--- src/rtl/serial_add_pkg.sv ---
// Shared types and sizing helpers for the bit-serial adder sequencer.
package serial_add_pkg;

  typedef enum logic [1:0] {
    IDLE = 2'd0,
    RUN  = 2'd1,
    DONE = 2'd2
  } state_t;

  // Bit counter must be able to hold the value WIDTH itself.
  function automatic int cnt_width(input int width);
    return $clog2(width + 1);
  endfunction

  localparam int DEFAULT_WIDTH = 8;
  localparam int DEFAULT_CNT_W = cnt_width(DEFAULT_WIDTH);

endpackage

--- src/rtl/fa_cell.sv ---
// Combinational 1-bit full adder assembled from two half-adder stages.
module fa_cell (
  input  logic a,
  input  logic b,
  input  logic cin,
  output logic sum,
  output logic cout
);

  logic s1;
  logic c1;
  logic c2;

  assign s1   = a ^ b;
  assign c1   = a & b;
  assign sum  = s1 ^ cin;
  assign c2   = s1 & cin;
  assign cout = c1 | c2;

endmodule

--- src/rtl/serial_add_ctrl.sv ---
// Bit-serial adder sequencer: one shared fa_cell walks the operands LSB first.
// Define SERIAL_ADD_OVF_EN to add the signed-overflow output V.
module serial_add_ctrl
  import serial_add_pkg::*;
#(
  parameter int WIDTH = 8
) (
  input  logic             clk,
  input  logic             rst,
  input  logic             in_valid,
  output logic             in_ready,
  input  logic [WIDTH-1:0] A,
  input  logic [WIDTH-1:0] B,
  output logic             out_valid,
  input  logic             out_ready,
  output logic [WIDTH-1:0] S,
  output logic             C,
`ifdef SERIAL_ADD_OVF_EN
  output logic             V,
`endif
  output logic             busy
);

  localparam int CNT_W = cnt_width(WIDTH);
  localparam logic [CNT_W-1:0] CNT_LAST = CNT_W'(WIDTH);
  localparam logic [CNT_W-1:0] CNT_MSB  = CNT_W'(WIDTH - 1);

  state_t           state_reg;
  logic [WIDTH-1:0] a_sh_reg;
  logic [WIDTH-1:0] b_sh_reg;
  logic [WIDTH-1:0] sum_sh_reg;
  logic [WIDTH-1:0] sum_shift;
  logic [CNT_W-1:0] cnt_reg;
  logic             carry_reg;
  logic [WIDTH-1:0] s_reg;
  logic             c_reg;
  logic             in_ready_reg;
  logic             out_valid_reg;
  logic             busy_reg;
  logic             sum_bit;
  logic             cout_bit;
`ifdef SERIAL_ADD_OVF_EN
  logic             msb_cin_reg;
  logic             v_reg;
`endif

  fa_cell u_fa (
    .a   (a_sh_reg[0]),
    .b   (b_sh_reg[0]),
    .cin (carry_reg),
    .sum (sum_bit),
    .cout(cout_bit)
  );

  // New sum bit enters at the MSB so the LSB-first result lands in place.
  always_comb begin
    sum_shift            = sum_sh_reg >> 1;
    sum_shift[WIDTH-1]   = sum_bit;
  end

  always_ff @(posedge clk) begin
    if (rst) begin
      state_reg     <= IDLE;
      a_sh_reg      <= '0;
      b_sh_reg      <= '0;
      sum_sh_reg    <= '0;
      cnt_reg       <= '0;
      carry_reg     <= 1'b0;
      s_reg         <= '0;
      c_reg         <= 1'b0;
      in_ready_reg  <= 1'b1;
      out_valid_reg <= 1'b0;
      busy_reg      <= 1'b0;
`ifdef SERIAL_ADD_OVF_EN
      msb_cin_reg   <= 1'b0;
      v_reg         <= 1'b0;
`endif
    end else begin
      case (state_reg)
        IDLE: begin
          if (in_valid) begin
            a_sh_reg     <= A;
            b_sh_reg     <= B;
            sum_sh_reg   <= '0;
            carry_reg    <= 1'b0;
            cnt_reg      <= '0;
            state_reg    <= RUN;
            in_ready_reg <= 1'b0;
            busy_reg     <= 1'b1;
          end
        end
        RUN: begin
          if (cnt_reg == CNT_LAST) begin
            // All bits consumed: publish the result on the transition edge.
            state_reg     <= DONE;
            s_reg         <= sum_sh_reg;
            c_reg         <= carry_reg;
            out_valid_reg <= 1'b1;
`ifdef SERIAL_ADD_OVF_EN
            v_reg         <= msb_cin_reg ^ carry_reg;
`endif
          end else begin
            a_sh_reg   <= a_sh_reg >> 1;
            b_sh_reg   <= b_sh_reg >> 1;
            sum_sh_reg <= sum_shift;
            carry_reg  <= cout_bit;
            cnt_reg    <= cnt_reg + CNT_W'(1);
`ifdef SERIAL_ADD_OVF_EN
            if (cnt_reg == CNT_MSB) begin
              msb_cin_reg <= carry_reg;
            end
`endif
          end
        end
        DONE: begin
          if (out_ready) begin
            state_reg     <= IDLE;
            out_valid_reg <= 1'b0;
            busy_reg      <= 1'b0;
            in_ready_reg  <= 1'b1;
          end
        end
        default: begin
          state_reg     <= IDLE;
          out_valid_reg <= 1'b0;
          busy_reg      <= 1'b0;
          in_ready_reg  <= 1'b1;
        end
      endcase
    end
  end

  assign in_ready  = in_ready_reg;
  assign out_valid = out_valid_reg;
  assign busy      = busy_reg;
  assign S         = s_reg;
  assign C         = c_reg;
`ifdef SERIAL_ADD_OVF_EN
  assign V         = v_reg;
`endif

endmodule

--- config.mk ---
export PLATFORM = sky130hd
export DESIGN_NAME = serial_add_ctrl
export DESIGN_NICKNAME = d
export VERILOG_FILES = /design/src/rtl/serial_add_pkg.sv /design/src/rtl/fa_cell.sv /design/src/rtl/serial_add_ctrl.sv
export SDC_FILE = /design/constraint.sdc
export NUM_CORES = 1
export LEC_CHECK = 0
export ABC_AREA = 1
export BUFFER_PORTS_ARGS = -buffer_cell sky130_fd_sc_hd__buf_2
export CORE_UTILIZATION = 40
export CTS_CLUSTER_DIAMETER = 120
export CTS_CLUSTER_SIZE = 12
export DETAILED_ROUTE_END_ITERATION = 8
export GPL_TIMING_DRIVEN = 0
export PLACE_DENSITY = 0.71
export RECOVER_POWER = 100
export SLEW_MARGIN = 25
export SYNTH_ARGS = -nofsm -noshare
export SYNTH_HDL_FRONTEND = slang
export SYNTH_SLANG_ARGS = --single-unit
--- constraint.sdc ---
create_clock -name clk -period 1.34 [get_ports clk]
set_input_delay 0.067 -clock clk [delete_from_list [all_inputs] [get_ports clk]]
set_output_delay 0.067 -clock clk [all_outputs]
set_load 0.005 [all_outputs]
==> results by group <==
Floorplanning
  – FP Rows: 24
  – Initial core utilization: 42.1%
  – Core Area: 0.00441 mm^2
  – Die area: 0.00493 mm^2
  – Die X: 70.2 um
  – Die Y: 70.2 um
  – IO Pins: 32

Placement
  – Placed inst area: 0.00209 mm^2
  – Post-DP HPWL: 2.85 mm
  – Input/output buffers: 31
  – RD Place Congestion: 0.820
  – Placed cell count: 345

Routing
  – Met2 routed WL: 2.52 mm
  – Wire per inst: 13.6 um
  – Routed via count: 1855
  – Final WL: 5.06 mm
  – Top Layer Used: met4
  – Met1 Wirelength: 2.20 mm
  – Drt first pass iters: 4
  – Final routed DRC violation total: 0
  – Detailed Route Iter0 Violations: 100
  – Vias per cell: 4.99
  – Met3 wire len: 204 um
  – Post-route ant nets: 0

Clock network
  – CTS Buf Count: 5
  – Root buffer cell: clkbuf_8
  – CTS tree: yes
  – Clk Latency, worst-skew pair: 0.30 ns
  – H-Tree Depth: 2
  – # clock sinks: 43
  – Clock transition at path regs: 0.08 ns
  – CTS max path bufs: 2
  – Hold_buf cts: 0

Setup path
  – Endpoint type of the worst setup path: register
  – CP Cell Sequence: inv_2, ha_4, nand3_4, nand2_4, nand2_4, buf_6, bufbuf_16, nand2_1, a21oi_1
  – CP Launch Type: register
  – Critical path class: register to register
  – Worst Path Required: 1.51 ns
  – Most common cell on crit path: nand2_4
  – CP max FO: 5
  – Worst path slowest cell: dfxtp_2
  – CP max stage delay: 0.33 ns
  – Critical Path AT: 1.58 ns

Final layout
  – Ant diodes: 0
  – Fin cells: 372
  – Share of layout cells above drive strength 1: 34.7%
  – Layout fillers: 391
  – Area growth syn-to-layout: 37.9%
  – Commonest non-fill, non-tap cell in the layout: nand2_1
  – Nets: 342
  – Most frequent cells in the layout: 59 x nand2_1, 51 x nor2_1, 39 x dfxtp_1
  – Final Instance Area: 0.00256 mm^2

GRT
  – First-pass GRT wire length: 7.85 mm
  – Vias in the first global route: 1724
  – Initial antenna violation count: 0
  – Total GRT Usage: 20.7%
  – Remaining Overflow, GRT: 0
  – Pin count of the biggest net entering global routing: 14

Synthesis
  – Synth Flop Type: dfxtp_1
  – Synth Cell Area: 0.00186 mm^2
  – Yosys warning total: 0
  – Synth top area share: 46.3%
  – Synth async-reset ratio: 0%
  – Syn_nets: 285
  – #FFs+latches synth: 43
  – Number of synthesized flops with an enable pin: 0
  – Netlist cell types: 21
  – Synth Instances: 262
  – Ranking of synthesized cells by area: dfxtp_1 46%, nand2_1 13%, nor2_1 11%, o21ai_0 7.0%, nand3_1 4.8%
  – Avg Cell Area, Syn: 7.10 um^2
  – Synth area leader: dfxtp_1
  – Post-synthesis sequential area ratio: 46.3%

Timing
  – Skew final: 0.00972 ns
  – Max Clock Freq: 709 MHz
  – Final setup vio count: 19
  – Max-slew headroom: 49.4%
  – Unrepaired setup endpoints after global routing: yes
  – Final Hold Vio Count: 0
  – Post-layout worst setup margin: -0.0705 ns
  – Final Critical Period: 1.41 ns
  – Least-Margin Pin Slew: 0.759 ns
  – Tcrit/Tclk final: 105%
  – Max Slew Vio Count: 0

Status
  – Status: complete, but fails checks
  – Violated checks: negative setup slack

Flow run
  – Max cap viols: 0

Power and ir drop
  – Worst VDD drop: 0.512 mV
  – LEAKAGE: 0.00117 uW
  – Power per Cell Area: 1100 mW/mm^2

Min path
  – Tightest Hold Check Type: primary input to register
power breakdown:
group          switching, uW  total (uW)  internal (uW)
logic                    323         599            276
registers               50.3        1410           1360
clock network            446         810            364
total                    819        2820           2000
worst max-delay path, delay by kind of cell, from the launching register on:
family / cells / cell delay (ns)
flip-flops: 1 / 0.33
AND/OR/NAND/NOR: 4 / 0.28
buffers and inverters: 3 / 0.46
AO/OA/AOI/OAI: 1 / 0.07
adder cells (fa/ha/maj): 1 / 0.14
through the flow:
| stage | power (uW) | setup TNS [ns] | hold WS (ns) | utilization, % | worst slack, ns |
|---|---|---|---|---|---|
| 2_1_floorplan | 1700 | 0 | 0.179 | - | 0.0101 |
| 3_3_place_gp | 1810 | -2.10 | 0.328 | 47.3 | -0.103 |
| 3_5_place_dp | 1820 | -3.15 | 0.331 | 47.3 | -0.173 |
| 4_1_cts | 2740 | -0.207 | 0.0120 | 53.5 | -0.0462 |
| 5_1_grt | 2950 | -2.07 | 0.0258 | 58.1 | -0.120 |
| 6_report | 2820 | -0.623 | 0.0235 | 58.1 | -0.0705 |
cells in the mapped netlist (3+ instances only):
cell and n:
clkbuf_1 3, nor2_1 54, buf_6 4, buf_2 5, nand2_1 62, dfxtp_1 43
inv_2 3, nand3_1 18, inv_1 17, o21ai_1 3, o21ai_0 26, a21oi_1 11
final timing paths:
check                        to  slack (ns)       start  cells after the start
hold reg to reg        in_ready        0.46    in_ready                      2
setup / recovery  sum_sh_reg[7]       -0.07  cnt_reg[1]                      9
hold / removal      b_sh_reg[7]        0.02        B[7]                      3
setup reg to reg  sum_sh_reg[7]       -0.07  cnt_reg[1]                      9
what timing repair did:
action / 4_1_cts / 5_1_grt
setup endpoints to repair: 37 / 38
pin swaps: 4 / 3
buffers inserted: 10 / 5
gates cloned: 2 / 2
resized for setup: 32 / 51
cell type report:
type | instances | area, um^2 | area share [%]
multi-input cells | 186 | 1000 | 39.1
flip-flops and latches | 43 | 866 | 33.8
repair buffers | 49 | 352 | 13.7
plain buffers | 13 | 97.6 | 3.80
inverters | 20 | 90.1 | 3.51
clock buffers | 6 | 72.6 | 2.83
well taps | 52 | 65.1 | 2.54
clock inverters | 2 | 12.5 | 0.488
repair inverters | 1 | 6.26 | 0.244
cells by family (layout without fill, tap and decap cells):
| logic type | after synthesis | in the layout | synth area share, % |
|---|---|---|---|
| DFF | 43 | 43 | 46.3 |
| adders and majority gates | 3 | 3 | 2.42 |
| AOI/OAI and AO/OA | 43 | 43 | 12.0 |
| and+or+nand+nor | 140 | 140 | 30.7 |
| buffers and inverters | 33 | 91 | 8.61 |
per-layer routing:
metal  track usage [%]  vias up
met2              33.0       38
met4              10.2        0
met5                 0        -
met1              25.9      862
li1                  -      945
met3              5.48       10
Power figures use the tool's default switching activity.
